[config.mk]
export PLATFORM = sky130hd
export DESIGN_NAME = fir_avg_pipe
export DESIGN_NICKNAME = d
export VERILOG_FILES = /design/src/rtl/fir_pkg.sv /design/src/rtl/wideDFF.sv /design/src/rtl/fir_avg_pipe.sv
export SDC_FILE = /design/constraint.sdc
export NUM_CORES = 1
export LEC_CHECK = 0
export CORE_MARGIN = 5
export CORE_UTILIZATION = 45
export DETAILED_ROUTE_END_ITERATION = 6
export PLACE_DENSITY = 0.65
export RECOVER_POWER = 50
export SETUP_SLACK_MARGIN = 0.5
export SYNTH_ARGS = -nofsm -noshare
export SYNTH_HDL_FRONTEND = slang
export SYNTH_SLANG_ARGS = --single-unit
[constraint.sdc]
create_clock -name clk -period 4.5 [get_ports clk]
set_input_delay 1.35 -clock clk [delete_from_list [all_inputs] [get_ports clk]]
set_output_delay 1.35 -clock clk [all_outputs]
set_load 0.01 [all_outputs]
[src/rtl/fir_pkg.sv]
// Shared defaults and sizing helpers for the moving-average FIR.
package fir_pkg;

    localparam int unsigned DEF_WIDTH      = 24;
    localparam int unsigned DEF_LOG2_DEPTH = 3;

    // One guard bit above the sample width keeps the running sum from wrapping.
    function automatic int unsigned acc_width(input int unsigned w);
        return w + 1;
    endfunction

endpackage

[src/rtl/wideDFF.sv]
// Enable/reset register block: synchronous active-high reset, load on enable.
module wideDFF #(
    parameter int unsigned WIDTH = 8
) (
    input  logic             clk_i,
    input  logic             rst_i,
    input  logic             en_i,
    input  logic [WIDTH-1:0] d_i,
    output logic [WIDTH-1:0] q_o
);

    logic [WIDTH-1:0] data_q;

    always_ff @(posedge clk_i) begin
        if (rst_i) begin
            data_q <= '0;
        end else if (en_i) begin
            data_q <= d_i;
        end
    end

    assign q_o = data_q;

endmodule

[src/rtl/fir_avg_pipe.sv]
// Moving average over the last 2**LOG2_DEPTH accepted samples, kept as a running
// accumulator updated with the pre-shifted newest and oldest samples.
module fir_avg_pipe
    import fir_pkg::*;
#(
    parameter int unsigned WIDTH      = DEF_WIDTH,
    parameter int unsigned LOG2_DEPTH = DEF_LOG2_DEPTH
) (
    input  logic                    clk,
    input  logic                    reset,
    input  logic                    en,
    input  logic                    clear,
    input  logic signed [WIDTH-1:0] d,
    output logic signed [WIDTH-1:0] q,
    output logic signed [WIDTH-1:0] oldest,
    output logic                    filled,
    output logic                    out_valid
);

    localparam int unsigned DEPTH = 1 << LOG2_DEPTH;
    localparam int unsigned AW    = acc_width(WIDTH);
    localparam int unsigned CW    = LOG2_DEPTH + 1;

    logic signed [WIDTH-1:0] tap [DEPTH];
    logic                    flush;

    assign flush = reset | clear;

    for (genvar i = 0; i < DEPTH; i++) begin : g_tap
        if (i == 0) begin : g_head
            wideDFF #(.WIDTH(WIDTH)) u_tap (
                .clk_i(clk),
                .rst_i(flush),
                .en_i (en),
                .d_i  (d),
                .q_o  (tap[i])
            );
        end else begin : g_body
            wideDFF #(.WIDTH(WIDTH)) u_tap (
                .clk_i(clk),
                .rst_i(flush),
                .en_i (en),
                .d_i  (tap[i-1]),
                .q_o  (tap[i])
            );
        end
    end

    logic signed [WIDTH-1:0] d_sh;
    logic signed [WIDTH-1:0] last_sh;
    logic signed [AW-1:0]    acc_q, acc_d;
    logic signed [WIDTH-1:0] avg_q;
    logic        [CW-1:0]    cnt_q, cnt_d;
    logic                    valid_q;

    // Empty taps hold zero, so subtracting the last tap during fill is harmless.
    always_comb begin
        d_sh    = d >>> LOG2_DEPTH;
        last_sh = tap[DEPTH-1] >>> LOG2_DEPTH;
        acc_d   = acc_q + AW'(d_sh) - AW'(last_sh);
        cnt_d   = (cnt_q == CW'(DEPTH)) ? cnt_q : cnt_q + CW'(1);
    end

    always_ff @(posedge clk) begin
        if (reset || clear) begin
            acc_q   <= '0;
            avg_q   <= '0;
            cnt_q   <= '0;
            valid_q <= 1'b0;
        end else begin
            valid_q <= 1'b0;
            if (en) begin
                acc_q   <= acc_d;
                avg_q   <= acc_d[WIDTH-1:0];
                cnt_q   <= cnt_d;
                valid_q <= (cnt_d == CW'(DEPTH));
            end
        end
    end

    assign q         = avg_q;
    assign oldest    = tap[DEPTH-1];
    assign filled    = (cnt_q == CW'(DEPTH));
    assign out_valid = valid_q;

endmodule

==> results.toml <==
[floorplan]
die_area_mm2 = 0.02488
io_pins = 78
row_count = 54
initial_utilization = 0.4529
die_h_um = 157.7
core_area_mm2 = 0.02169
die_w_um = 157.7

[yosys]
ys_types = 52
ys_seq_area_frac = 0.4504
synth-seq-cells = 221
syn_area_mm2 = 0.009823
postSynthAreaPerCell_um2 = 9.546
postSynth.asyncResetShare = 0
synth_edf_count = 0
synth_nets = 1107
yosys_warnings = 0
syn_inst = 1029
synthFlopType = "dfxtp_1"

[worst_setup_path]
r2r-start = "acc_q[3]"
reg2reg_depth = 11
timing.rr.end = "acc_q[18]"
critPathArrivalTime_ps = 4330
cp_cell_sequence = "clkdlybuf4s50_1 -> inv_1 -> fa_1 -> inv_1 -> ha_1 -> and3_1 -> a221oi_2 -> buf_4 -> or3_4 -> and3_4 -> or4_1 -> nand3_1"
critical_path_required_ps = 4950
crit_path_frequent_cell = "inv_1"
slowest_stage = "fa_1"
path_class = "primary input to flop"
endpoint_kind = "flop"
slowest_delay_ps = 530
critical_path.max_fanout = 4
reg2reg_slack_ps = 1590
startpoint_type = "primary input"
crit_buf_inv = 4
path_delay_family = "simple AND/OR/NAND/NOR gates"

[power_and_ir_drop]
sequentialPowerShare = 0.446
vdd.ir_drop.worst_mv = 0.2168
leakagePower_nw = 4.954
p_sw_w = 0.001196
clock_power_share = 0.392
p_per_area_mw_per_mm2 = 388.7
p_int_w = 0.003314
pwr-share-comb = 0.162
swShare = 0.2652

[clock_tree]
clock-root-buffer = "clkbuf_16"
cts.path.max_buffers = 3
numCtsBuffers = 23
cts.htree.levels = 1
clkLatencyLatePin_ps = 510
cts_hold_buf = 0
cts.reportedPaths.clkPinSlew_ps = 60
cts_tree = "built"
clock-sinks = 221

[finish]
diodes = 0
final_cell_count_no_fill = 1389
layout-drive-gt1-share = 0.05320
area_growth_pct = 18.11
post-route-util = 0.5350
final_nets = 1172

[global_route]
grt_max_degree = 95
grt_overflow = 0
grt_pass1_vias = 6561
grt_pass1_wl_um = 32680
antenna_found_initial = 0
grt_usage = 0.1573

[drt]
wl_per_cell_um = 14.08
wl_um = 19560
num_vias = 6917
first_iter_violations = 386
via_per_inst = 4.980
first_pass_iters = 4
drcViolationCount = 0
ant_nets = 0

[min_path]
whs_path_depth = 2
worstHoldStart = "acc_q[23]"
hp-class = "flop to flop"
min_to = "acc_q[23]"

[sta]
fin_ws_ps = 615.9
max_freq_mhz = 257.5
fin_setup_tns_ps = 0
finalSetupViolCount = 0
timing.final.crit_share = 0.8631
rsz0062_at_grt = "yes"
hold_viol_final = 0
fin_crit_ps = 3884
max_slew_margin = -0.2730
slew_viol_final = 49
tightest_slew_ps = 1909
clock_skew_ps = 14.54

[place]
io_buffers = 77
place_hpwl_um = 13310
pre_cts_ws_ps = 87.60
place.gp.congestion = 0.8924
dp.cells = 1348

[job]
drv_cap = 1

[status]
status = "complete, but fails checks"
violations = "capacitance limit, slew limit"
[layout make-up]
cell class                      instances  area, um2
Clock buffer                           32      649.4
Clock inverter                          8      52.55
Fill cell                            1985      10090
Inverter                               98      367.9
Multi-Input combinational cell        659       4831
Sequential cell                       221       4424
Tap cell                              280      350.3
Timing Repair Buffer                   91      927.1
[stage by stage]
stage          total power, W  instance area, um2  hold WS, ps
3_5_place_dp         0.002775               10890        466.1
5_1_grt              0.004740               11600        511.1
4_1_cts              0.004556               11590        474.8
2_1_floorplan        0.002564                9823        460.1
3_3_place_gp         0.002770               10890        460.2
6_report             0.004510               11600        469.4
[worst reg2reg max path: stages (launching register included)]
cell      delay, ps
dfxtp_1         380
inv_1            80
fa_1            500
inv_1            40
ha_1            350
and3_1          190
a221oi_2         60
buf_4           150
or3_4           380
and3_4          190
or4_1           460
nand3_1          70
[timing repair]
action | in CTS | in global routing
buffers inserted | 0 | 1
setup endpoints to repair | 0 | 3
resized for setup | 0 | 3
endpoints found under the hold margin | 0 | 0
[metal layers]
metal | vias to the layer above | share of wire | track usage
met2 | 127 | 0.42 | 0.2369
met5 | - | 0 | 0
met1 | 3195 | 0.51 | 0.2316
met4 | 0 | 0.021 | 0.04629
met3 | 32 | 0.054 | 0.02706
li1 | 3563 | - | -
[cell usage after synthesis, types with 2 or more instances]
master    number  area, um2
dfxtp_1      221       4424
nor2_1       219      822.0
mux2i_1      201       2012
inv_1         98      367.9
a21oi_1       31      155.2
nand2_1       31      116.4
clkbuf_1      29      108.9
ha_1          27      337.8
fa_1          23      460.4
o21ai_0       18      90.09
buf_2         11      55.05
nand4_1       11      68.82
or3_1         10      62.56
buf_1          9      33.78
nand3_1        9      45.04
xnor2_1        9      78.83
a21o_1         8      60.06
a211oi_1       5      37.54
nand3b_1       4      30.03
nor3_1         4      20.02
o211ai_1       4      30.03
o21a_1         4      30.03
xor2_1         4      35.03
a21boi_0       3      22.52
a32o_1         3      30.03
o31ai_1        3      22.52
a211o_1        2      17.52
buf_4          2      15.01
nand2b_1       2      12.51
o311ai_0       2      17.52
[cells in the final DEF (no fill, tap or decap), drive strengths merged, types with 3 or more instances in the layout]
cell	netlist	routed
a211oi	5	5
a21boi	3	3
a32o	3	3
nor2	219	219
nand3	9	9
inv	98	99
xor2	4	4
clkinv	0	5
a21o	8	8
buf	22	14
xnor2	9	9
nand3b	4	4
ha	27	27
clkdlybuf4s50	0	75
a21oi	31	31
clkbuf	29	33
nand2	31	31
o211ai	4	4
o21a	4	4
o31ai	3	3
fa	23	23
or3	11	11
nor3	4	4
o21ai	18	18
dfxtp	221	221
nand4	11	11
mux2i	201	201
[worst max-delay path by stage]
| stage | to | cells after the start | slack [ps] | startpoint |
|---|---|---|---|---|
| detailed placement | acc_q[20] | 12 | 90 | d[4] |
| CTS | acc_q[20] | 12 | 610 | d[4] |
| global placement | acc_q[20] | 12 | 120 | d[4] |
| floorplan | acc_q[20] | 10 | 590 | d[4] |
| global route | acc_q[18] | 6 | 340 | reset |
| finish | acc_q[18] | 12 | 620 | d[7] |
[flip-flops by register name, summed over array words and instances (netlist names)]
signal,count
acc_q,24
cnt_q,4
g_tap.g_body.u_tap.q_o,168
g_tap.g_head.u_tap.q_o,24
out_valid,1
[cells by family (layout without fill, tap and decap cells)]
family	after synthesis	count (layout)	synth area share
AND/OR/NAND/NOR	300	300	0.1284
multiplexers	202	202	0.2060
AO/OA/AOI/OAI	94	94	0.06331
XOR/XNOR	13	13	0.01159
buffers and inverters	149	229	0.05910
flip-flops	221	221	0.4504
adder cells (fa/ha/maj)	50	50	0.08126
[power groups by stage]
stage                     registers, W  logic (W)  clock network (W)
final                          0.00201   0.000732            0.00177
after floorplan                0.00206   0.000509                  0
after global placement         0.00205   0.000715                  0
after global routing           0.00201   0.000813            0.00191
after CTS                      0.00201   0.000724            0.00182
after detailed placement       0.00205   0.000720                  0
Power figures use the tool's default switching activity.
